**src/rtl/mem_pkg.sv**
```systemverilog
// Shared definitions for the MEM stage: op codes, FSM/size encodings and lane helpers.
package mem_pkg;

  localparam logic [3:0] MOP_NONE = 4'd0;
  localparam logic [3:0] MOP_LB   = 4'd1;
  localparam logic [3:0] MOP_LBU  = 4'd2;
  localparam logic [3:0] MOP_LH   = 4'd3;
  localparam logic [3:0] MOP_LHU  = 4'd4;
  localparam logic [3:0] MOP_LW   = 4'd5;
  localparam logic [3:0] MOP_SB   = 4'd6;
  localparam logic [3:0] MOP_SH   = 4'd7;
  localparam logic [3:0] MOP_SW   = 4'd8;
  localparam logic [3:0] MOP_LL   = 4'd9;
  localparam logic [3:0] MOP_SC   = 4'd10;

  typedef enum logic [1:0] {
    ST_IDLE = 2'd0,
    ST_WAIT = 2'd1,
    ST_DONE = 2'd2
  } mem_state_e;

  typedef enum logic [1:0] {
    SZ_BYTE = 2'd0,
    SZ_HALF = 2'd1,
    SZ_WORD = 2'd2
  } mem_size_e;

  function automatic logic op_is_load(input logic [3:0] op);
    return (op == MOP_LB) || (op == MOP_LBU) || (op == MOP_LH) ||
           (op == MOP_LHU) || (op == MOP_LW) || (op == MOP_LL);
  endfunction

  function automatic logic op_is_store(input logic [3:0] op);
    return (op == MOP_SB) || (op == MOP_SH) || (op == MOP_SW) || (op == MOP_SC);
  endfunction

  function automatic mem_size_e op_size(input logic [3:0] op);
    mem_size_e sz;
    case (op)
      MOP_LB, MOP_LBU, MOP_SB: sz = SZ_BYTE;
      MOP_LH, MOP_LHU, MOP_SH: sz = SZ_HALF;
      default:                 sz = SZ_WORD;
    endcase
    return sz;
  endfunction

  // Index of the least significant byte lane occupied by the access.
  function automatic logic [1:0] low_lane(input mem_size_e sz, input logic [1:0] off,
                                          input logic big);
    logic [1:0] lane;
    case (sz)
      SZ_BYTE: lane = big ? (2'd3 - off) : off;
      SZ_HALF: lane = big ? (off[1] ? 2'd0 : 2'd2) : {off[1], 1'b0};
      default: lane = 2'd0;
    endcase
    return lane;
  endfunction

  function automatic logic [3:0] lane_sel(input mem_size_e sz, input logic [1:0] off,
                                          input logic big);
    logic [3:0] sel;
    case (sz)
      SZ_BYTE: sel = 4'b0001 << low_lane(sz, off, big);
      SZ_HALF: sel = 4'b0011 << low_lane(sz, off, big);
      default: sel = 4'b1111;
    endcase
    return sel;
  endfunction

endpackage

```
**src/rtl/mem_access_stage_if.sv**
```systemverilog
// Data-bus bundle between the MEM stage (master) and the data memory (slave).
// Handshake: bus_req_o rises with address/sel/we/wdata valid and all of them stay
// constant until the cycle in which bus_ack_i is high; bus_rdata_i is valid only in that cycle.
interface mem_access_stage_if #(
  parameter int ADDR_W = 32
);
  logic              bus_req_o;
  logic              bus_we_o;
  logic [ADDR_W-1:0] bus_addr_o;
  logic [3:0]        bus_sel_o;
  logic [31:0]       bus_wdata_o;
  logic              bus_ack_i;
  logic [31:0]       bus_rdata_i;

  modport master (
    output bus_req_o, bus_we_o, bus_addr_o, bus_sel_o, bus_wdata_o,
    input  bus_ack_i, bus_rdata_i
  );

  modport slave (
    input  bus_req_o, bus_we_o, bus_addr_o, bus_sel_o, bus_wdata_o,
    output bus_ack_i, bus_rdata_i
  );
endinterface

```
**src/rtl/mem_lane_align.sv**
```systemverilog
// Byte-lane steering: lane enables, store-data replication, load extraction with
// sign/zero extension, and alignment check for the access size.
module mem_lane_align
  import mem_pkg::*;
#(
  parameter bit BIG_ENDIAN = 1'b1
) (
  input  logic [3:0]  op_i,
  input  logic [1:0]  off_i,
  input  logic [31:0] sdata_i,
  input  logic [31:0] rdata_i,
  output logic        aligned_o,
  output logic [3:0]  sel_o,
  output logic [31:0] wdata_o,
  output logic [31:0] rdata_o
);
  mem_size_e   sz;
  logic [1:0]  lane;
  logic [15:0] shifted;
  logic        sgn;

  assign sz      = op_size(op_i);
  assign lane    = low_lane(sz, off_i, BIG_ENDIAN);
  assign sel_o   = lane_sel(sz, off_i, BIG_ENDIAN);
  assign shifted = 16'(rdata_i >> {lane, 3'b000});
  assign sgn     = (op_i == MOP_LB) || (op_i == MOP_LH);

  always_comb begin
    aligned_o = 1'b1;
    wdata_o   = sdata_i;
    rdata_o   = rdata_i;
    case (sz)
      SZ_BYTE: begin
        wdata_o = {4{sdata_i[7:0]}};
        rdata_o = {{24{sgn & shifted[7]}}, shifted[7:0]};
      end
      SZ_HALF: begin
        aligned_o = ~off_i[0];
        wdata_o   = {2{sdata_i[15:0]}};
        rdata_o   = {{16{sgn & shifted[15]}}, shifted[15:0]};
      end
      default: aligned_o = (off_i == 2'b00);
    endcase
  end
endmodule

```
**src/rtl/mem_access_stage.sv**
```systemverilog
// Pipeline MEM stage: passes EX results through, runs loads/stores over a req/ack bus.
// Optional LL/SC link-bit support is enabled with `define MEM_LLSC_EN.
module mem_access_stage
  import mem_pkg::*;
#(
  parameter int ADDR_W     = 32,
  parameter bit BIG_ENDIAN = 1'b1
) (
  input  logic              clk,
  input  logic              rst,
  input  logic [4:0]        wd_i,
  input  logic              wreg_i,
  input  logic [31:0]       wdata_i,
  input  logic              whilo_i,
  input  logic [31:0]       hi_i,
  input  logic [31:0]       lo_i,
  input  logic [3:0]        mem_op_i,
  input  logic [ADDR_W-1:0] mem_addr_i,
  input  logic [31:0]       mem_sdata_i,
  output logic [4:0]        wd_o,
  output logic              wreg_o,
  output logic [31:0]       wdata_o,
  output logic              whilo_o,
  output logic [31:0]       hi_o,
  output logic [31:0]       lo_o,
  output logic              stallreq_o,
  output logic              adel_o,
  output logic              ades_o,
  mem_access_stage_if.master bus,
`ifdef MEM_LLSC_EN
  input  logic              llbit_clr_i,
`endif
  output mem_state_e        dbg_state_o
);
  mem_state_e  state_q;
  logic [31:0] rdata_q;
  logic        is_ld, is_st, access, aligned, misalign, start, req;
  logic        sc_fail, llsc_nop;
  logic [3:0]  sel;
  logic [31:0] lane_wdata, rdata_ext;

  mem_lane_align #(.BIG_ENDIAN(BIG_ENDIAN)) u_align (
    .op_i      (mem_op_i),
    .off_i     (mem_addr_i[1:0]),
    .sdata_i   (mem_sdata_i),
    .rdata_i   (bus.bus_rdata_i),
    .aligned_o (aligned),
    .sel_o     (sel),
    .wdata_o   (lane_wdata),
    .rdata_o   (rdata_ext)
  );

`ifdef MEM_LLSC_EN
  logic llbit_q;
  assign sc_fail  = (mem_op_i == MOP_SC) && !llbit_q;
  assign llsc_nop = 1'b0;

  // Clear has priority over the set from a completing LL.
  always_ff @(posedge clk) begin
    if (rst || llbit_clr_i) begin
      llbit_q <= 1'b0;
    end else if (state_q == ST_DONE && mem_op_i == MOP_LL) begin
      llbit_q <= 1'b1;
    end else if (state_q == ST_DONE && mem_op_i == MOP_SC) begin
      llbit_q <= 1'b0;
    end
  end
`else
  assign sc_fail  = 1'b0;
  assign llsc_nop = (mem_op_i == MOP_LL) || (mem_op_i == MOP_SC);
`endif

  assign is_ld    = op_is_load(mem_op_i);
  assign is_st    = op_is_store(mem_op_i);
  assign access   = (is_ld || is_st) && !llsc_nop;
  assign misalign = access && !aligned;
  assign start    = access && aligned && !sc_fail;
  assign req      = !rst && ((state_q == ST_IDLE && start) || state_q == ST_WAIT);

  always_ff @(posedge clk) begin
    if (rst) begin
      state_q <= ST_IDLE;
      rdata_q <= '0;
    end else begin
      case (state_q)
        ST_IDLE: begin
          if (start && bus.bus_ack_i) begin
            state_q <= ST_DONE;
            if (is_ld) rdata_q <= rdata_ext;
          end else if (start) begin
            state_q <= ST_WAIT;
          end
        end
        ST_WAIT: begin
          if (bus.bus_ack_i) begin
            state_q <= ST_DONE;
            if (is_ld) rdata_q <= rdata_ext;
          end
        end
        default: state_q <= ST_IDLE;
      endcase
    end
  end

  always_comb begin
    wd_o    = wd_i;
    wreg_o  = wreg_i;
    wdata_o = wdata_i;
    whilo_o = whilo_i;
    hi_o    = hi_i;
    lo_o    = lo_i;
    adel_o  = 1'b0;
    ades_o  = 1'b0;
    if (misalign && state_q == ST_IDLE) begin
      wreg_o = 1'b0;
      adel_o = is_ld;
      ades_o = is_st;
    end else if (access) begin
      wreg_o = 1'b0;
      if (state_q == ST_DONE) begin
        if (is_ld) begin
          wreg_o  = wreg_i;
          wdata_o = rdata_q;
        end else if (mem_op_i == MOP_SC) begin
          wreg_o  = wreg_i;
          wdata_o = 32'd1;
        end
      end else if (sc_fail && state_q == ST_IDLE) begin
        wreg_o  = wreg_i;
        wdata_o = '0;
      end
    end else if (llsc_nop) begin
      wreg_o = 1'b0;
    end
    if (rst) begin
      wd_o    = '0;
      wreg_o  = 1'b0;
      wdata_o = '0;
      whilo_o = 1'b0;
      hi_o    = '0;
      lo_o    = '0;
    end
  end

  assign stallreq_o      = req;
  assign bus.bus_req_o   = req;
  assign bus.bus_we_o    = req && is_st;
  assign bus.bus_addr_o  = req ? {mem_addr_i[ADDR_W-1:2], 2'b00} : '0;
  assign bus.bus_sel_o   = req ? sel : 4'b0000;
  assign bus.bus_wdata_o = req ? lane_wdata : '0;
  assign dbg_state_o     = state_q;
endmodule

```
**src/flat_wrapper.sv**
```systemverilog
// flat-port wrapper written by rule: the top's interface ports become plain ports
module mem_access_stage_flat import mem_pkg::*;
#(
  parameter int ADDR_W     = 32,
  parameter bit BIG_ENDIAN = 1'b1
)
  (clk, rst, wd_i, wreg_i, wdata_i, whilo_i, hi_i, lo_i, mem_op_i, mem_addr_i, mem_sdata_i, wd_o, wreg_o, wdata_o, whilo_o, hi_o, lo_o, stallreq_o, adel_o, ades_o, dbg_state_o, bus_bus_req_o, bus_bus_we_o, bus_bus_addr_o, bus_bus_sel_o, bus_bus_wdata_o, bus_bus_ack_i, bus_bus_rdata_i);
  mem_access_stage_if #(.ADDR_W(ADDR_W)) bus_i ();
  input  logic clk;
  input  logic rst;
  input  logic [4:0] wd_i;
  input  logic wreg_i;
  input  logic [31:0] wdata_i;
  input  logic whilo_i;
  input  logic [31:0] hi_i;
  input  logic [31:0] lo_i;
  input  logic [3:0] mem_op_i;
  input  logic [ADDR_W-1:0] mem_addr_i;
  input  logic [31:0] mem_sdata_i;
  output logic [4:0] wd_o;
  output logic wreg_o;
  output logic [31:0] wdata_o;
  output logic whilo_o;
  output logic [31:0] hi_o;
  output logic [31:0] lo_o;
  output logic stallreq_o;
  output logic adel_o;
  output logic ades_o;
  output mem_state_e dbg_state_o;
  output wire logic [$bits(bus_i.bus_req_o)-1:0] bus_bus_req_o;
  output wire logic [$bits(bus_i.bus_we_o)-1:0] bus_bus_we_o;
  output wire logic [$bits(bus_i.bus_addr_o)-1:0] bus_bus_addr_o;
  output wire logic [$bits(bus_i.bus_sel_o)-1:0] bus_bus_sel_o;
  output wire logic [$bits(bus_i.bus_wdata_o)-1:0] bus_bus_wdata_o;
  input wire logic [$bits(bus_i.bus_ack_i)-1:0] bus_bus_ack_i;
  input wire logic [$bits(bus_i.bus_rdata_i)-1:0] bus_bus_rdata_i;
  assign bus_bus_req_o = bus_i.bus_req_o;
  assign bus_bus_we_o = bus_i.bus_we_o;
  assign bus_bus_addr_o = bus_i.bus_addr_o;
  assign bus_bus_sel_o = bus_i.bus_sel_o;
  assign bus_bus_wdata_o = bus_i.bus_wdata_o;
  assign bus_i.bus_ack_i = bus_bus_ack_i;
  assign bus_i.bus_rdata_i = bus_bus_rdata_i;
  mem_access_stage #(.ADDR_W(ADDR_W), .BIG_ENDIAN(BIG_ENDIAN)) u_core (.clk(clk), .rst(rst), .wd_i(wd_i), .wreg_i(wreg_i), .wdata_i(wdata_i), .whilo_i(whilo_i), .hi_i(hi_i), .lo_i(lo_i), .mem_op_i(mem_op_i), .mem_addr_i(mem_addr_i), .mem_sdata_i(mem_sdata_i), .wd_o(wd_o), .wreg_o(wreg_o), .wdata_o(wdata_o), .whilo_o(whilo_o), .hi_o(hi_o), .lo_o(lo_o), .stallreq_o(stallreq_o), .adel_o(adel_o), .ades_o(ades_o), .bus(bus_i), .dbg_state_o(dbg_state_o));
endmodule
```
**config.mk**
```make
export PLATFORM = sky130hd
export DESIGN_NAME = mem_access_stage_flat
export DESIGN_NICKNAME = d
export VERILOG_FILES = /design/src/rtl/mem_pkg.sv /design/src/rtl/mem_access_stage_if.sv /design/src/rtl/mem_lane_align.sv /design/src/rtl/mem_access_stage.sv /design/src/flat_wrapper.sv
export SDC_FILE = /design/constraint.sdc
export NUM_CORES = 1
export LEC_CHECK = 0
export ABC_CLOCK_PERIOD_IN_PS = 6300
export CORE_AREA = 2 2 149 151
export CTS_BUF_LIST = sky130_fd_sc_hd__clkbuf_16
export CTS_CLUSTER_DIAMETER = 80
export DETAILED_ROUTE_END_ITERATION = 10
export DIE_AREA = 0 0 151 153
export GPL_TIMING_DRIVEN = 0
export PLACE_DENSITY = 0.68
export SLEW_MARGIN = 15
export SYNTH_ARGS = -nofsm -noshare
export SYNTH_HDL_FRONTEND = slang
export SYNTH_HIERARCHICAL = 1
export SYNTH_SLANG_ARGS = --single-unit
```
**constraint.sdc**
```tcl
create_clock -name clk -period 6.3 [get_ports clk]
set_input_delay 1.89 -clock clk [delete_from_list [all_inputs] [get_ports clk]]
set_output_delay 1.89 -clock clk [all_outputs]
set_load 0.05 [all_outputs]
```
==> results.tsv <==
metric	value	unit
setup_ws	171	ps
layout_common_cells	sky130_fd_sc_hd__clkdlybuf4s50_1, sky130_fd_sc_hd__nand2_1, sky130_fd_sc_hd__nor2b_1	
timing.setup.critical_path_class	in2out	
regToRegSetupSlack	4560	ps
io_pins	384	
finalMaxSlewViolations	0	
power.clock.fraction	26.2	%
internal_power	0.745	mW
cell_count_after_synthesis	643	
cts_buf_count	5	
crit_chain	clkbuf_4 -> buf_6 -> or3b_1 -> buf_2 -> a21oi_4 -> buf_6 -> a21o_1 -> nor2b_4 -> a32oi_4 -> nor2_4 -> buf_4 -> clkbuf_4 -> and2_1 -> buf_4	
fillerInstances	2210	
critical_path_launch_point	mem_op_i[0]	
total_power	1.24	mW
place_hpwl	19000	um
worstPathMaxFanout	10	
grt-busiest-layer	met2	
core.rowCount	54	
antenna_violating_nets_post_route	0	
grt.overflow.total	0	
tritoncts	yes	
clkTransAtPathRegs	50	ps
post_synthesis_sequential_area_ratio	15.3	%
dominantRegCellSynth	sky130_fd_sc_hd__dfxtp_1	
first_global_vias	5736	
gp_congestion	0.866	
vdd_drop_max	0.0000884	V
finalNetCount	1243	
rr_endpoint	u_core/rdata_q[21]	
swShare	39.8	%
die_height	153	um
asyncSetResetFlopFracSynth	0	%
fin_crit	6130	ps
drt_pass1_iterations	4	
clock_insertion_delay_at_the_later_pin_of_the_skew_report	280	ps
max_slew.worst_pin.slew	662	ps
gr-usage-met1	20.7	%
maxSlewHeadroom	55.8	%
clock_tree.buffer_depth	2	
timing.clock.skew	2.40	ps
worst_r2r_path_depth	6	
initial_utilization	20.7	%
p_switching	0.493	mW
synthToLayoutAreaGrowth	96.9	%
dr.first_iter.drc_count	386	
post_synthesis_area_per_instance	6.92	sq um
power-per-cell-area	141	nW/um^2
endpoint	bus_bus_addr_o[13]	
worst-path-buf-inv	7	
cpPeakStageDelay	340	ps
gr-usage-met3	5.25	%
min-delay-path-class	reg2reg	
timing_hold_violations_final	0	
grt.total_usage	18.3	%
unrepaired_setup_endpoints_after_global_routing	true	
synth-edff-count	0	
dieArea	23100	sq um
detail_route.vias_per_cell	4.45	
remaining_drc_errors	0	
status	complete, no violations	
required	4410	ps
fp.dieW	151	um
number_of_buffer_cells_added_on_primary_ports	379	
timing.max_cap.violations	0	
fmax	163	MHz
final_core_util	40.8	%
postSynthRegisterBits	34	
crit-reg2reg-launch	u_core/dbg_state_o[1]	
holdPathStages	2	
grt_max_degree	13	
timing.critical_path.arrival	4240	ps
dr_total_vias	5878	
crit_family	buffers and inverters	
place_ws	-1780	ps
worst-path-stages	14	
critical_path.slowest_cell	sky130_fd_sc_hd__or3b_1	
power.sequential.fraction	18.2	%
critPathCaptureType	output port	
total_leakage_power	3.56	nW
post_route_cells_drive_above_1_share	23.8	%
setup-violations-final	0	
totalNegativeSetupSlack	0	ps
synth.cell_area	4450	sq um
h-tree-depth	2	
drt-total-wl	22400	um
mostFrequentLayoutCell	sky130_fd_sc_hd__clkdlybuf4s50_1	
post-route-period-util	97.3	%
cts.sink_count	34	
routedWlPerCell	17.0	um
core_region	21500	sq um
ys_types	63	
yosysWarnings	6	
first_pass_grt_wire_length	32600	um
combPwrFrac	55.6	%
antenna_found_initial	3	
cp-start-kind	primary input	
clock_tree.root_cell	sky130_fd_sc_hd__clkbuf_16	
global_routing_usage_on_met2	33.2	%
flip-flops by register name, summed over array words and instances (netlist names):
| register | count |
|---|---|
| u_core/dbg_state_o | 2 |
| u_core/rdata_q | 32 |
worst reg2reg max path, delay by kind of cell (launching register included):
kind,cells,cell delay (ps)
flip-flops,1,390
AND/OR/NAND/NOR,2,620
buffers and inverters,2,340
AO/OA/AOI/OAI,2,300
final cells by class:
class,count,area (sq um),area share [%]
clock inverters,3,68.8,0.785
clock buffers,5,125,1.43
multi-input cells,523,3360,38.3
diodes,3,7.51,0.0857
flip-flops and latches,34,681,7.77
repair buffers,386,3660,41.8
well taps,280,350,4.00
plain buffers,73,460,5.25
inverters,14,52.6,0.600
kinds of logic after synthesis:
logic type	after synthesis	synth area share, %
other cells	1	0.0842
flops	34	15.3
mux	26	6.52
simple gates	308	39.7
xor+xnor	1	0.197
buf+inv	87	10.7
compound gates	186	27.5
power groups by stage:
stage / sequential (mW) / clock (mW) / combinational, mW
floorplan: 0.230 / 0 / 0.394
finish: 0.225 / 0.324 / 0.688
detailed placement: 0.230 / 0 / 0.689
global route: 0.226 / 0.337 / 0.730
global placement: 0.230 / 0 / 0.687
CTS: 0.225 / 0.330 / 0.687
cell usage after synthesis, types with 7 or more instances:
master	n	share of area [%]
sky130_fd_sc_hd__a21oi_1	72	8.1
sky130_fd_sc_hd__a21oi_2	13	2.6
sky130_fd_sc_hd__a22oi_1	7	1.2
sky130_fd_sc_hd__a2bb2oi_1	7	1.4
sky130_fd_sc_hd__and2_1	67	9.4
sky130_fd_sc_hd__buf_2	9	1.0
sky130_fd_sc_hd__buf_4	17	2.9
sky130_fd_sc_hd__buf_6	7	1.8
sky130_fd_sc_hd__clkbuf_1	35	3.0
sky130_fd_sc_hd__dfxtp_1	34	15
sky130_fd_sc_hd__inv_1	14	1.2
sky130_fd_sc_hd__mux2_2	14	3.5
sky130_fd_sc_hd__mux2i_1	11	2.5
sky130_fd_sc_hd__nand2_1	108	9.1
sky130_fd_sc_hd__nor2b_1	75	11
sky130_fd_sc_hd__o21ai_0	37	4.2
sky130_fd_sc_hd__o21ai_1	11	1.2
sky130_fd_sc_hd__o21ai_2	12	2.4
sky130_fd_sc_hd__or3b_2	32	6.3
how the worst min path moves through the flow:
stage | start | to | slack, ps
global route | u_core/rdata_q[29] | u_core/rdata_q[29] | 470
detailed placement | u_core/rdata_q[26] | u_core/rdata_q[26] | 460
CTS | u_core/rdata_q[26] | u_core/rdata_q[26] | 460
global placement | u_core/rdata_q[23] | u_core/rdata_q[23] | 460
floorplan | u_core/rdata_q[0] | u_core/rdata_q[0] | 450
finish | u_core/rdata_q[25] | u_core/rdata_q[25] | 460
stage by stage:
| stage | hold slack [ps] | instances | area (sq um) |
|---|---|---|---|
| detailed placement | 456 | 1303 | 8620 |
| global placement | 455 | 1303 | 8620 |
| finish | 464 | 1321 | 8760 |
| global route | 474 | 1321 | 8760 |
| CTS | 464 | 1317 | 8710 |
| floorplan | 447 | 644 | 4470 |
metal layers:
metal	vias up	wire length [um]	share of wire (%)
li1	2956	-	-
met4	0	332	1.5
met3	20	1980	8.8
met2	252	11500	51
met5	-	0	0
met1	2650	8640	39
what timing repair did:
action / in CTS / in global routing
gates resized for setup: 465 / 57
endpoints found under the setup margin: 107 / 97
hold buffers: 0 / 0
setup buffers: 6 / 1
pin swaps: 5 / 3
Power figures use the tool's default switching activity.
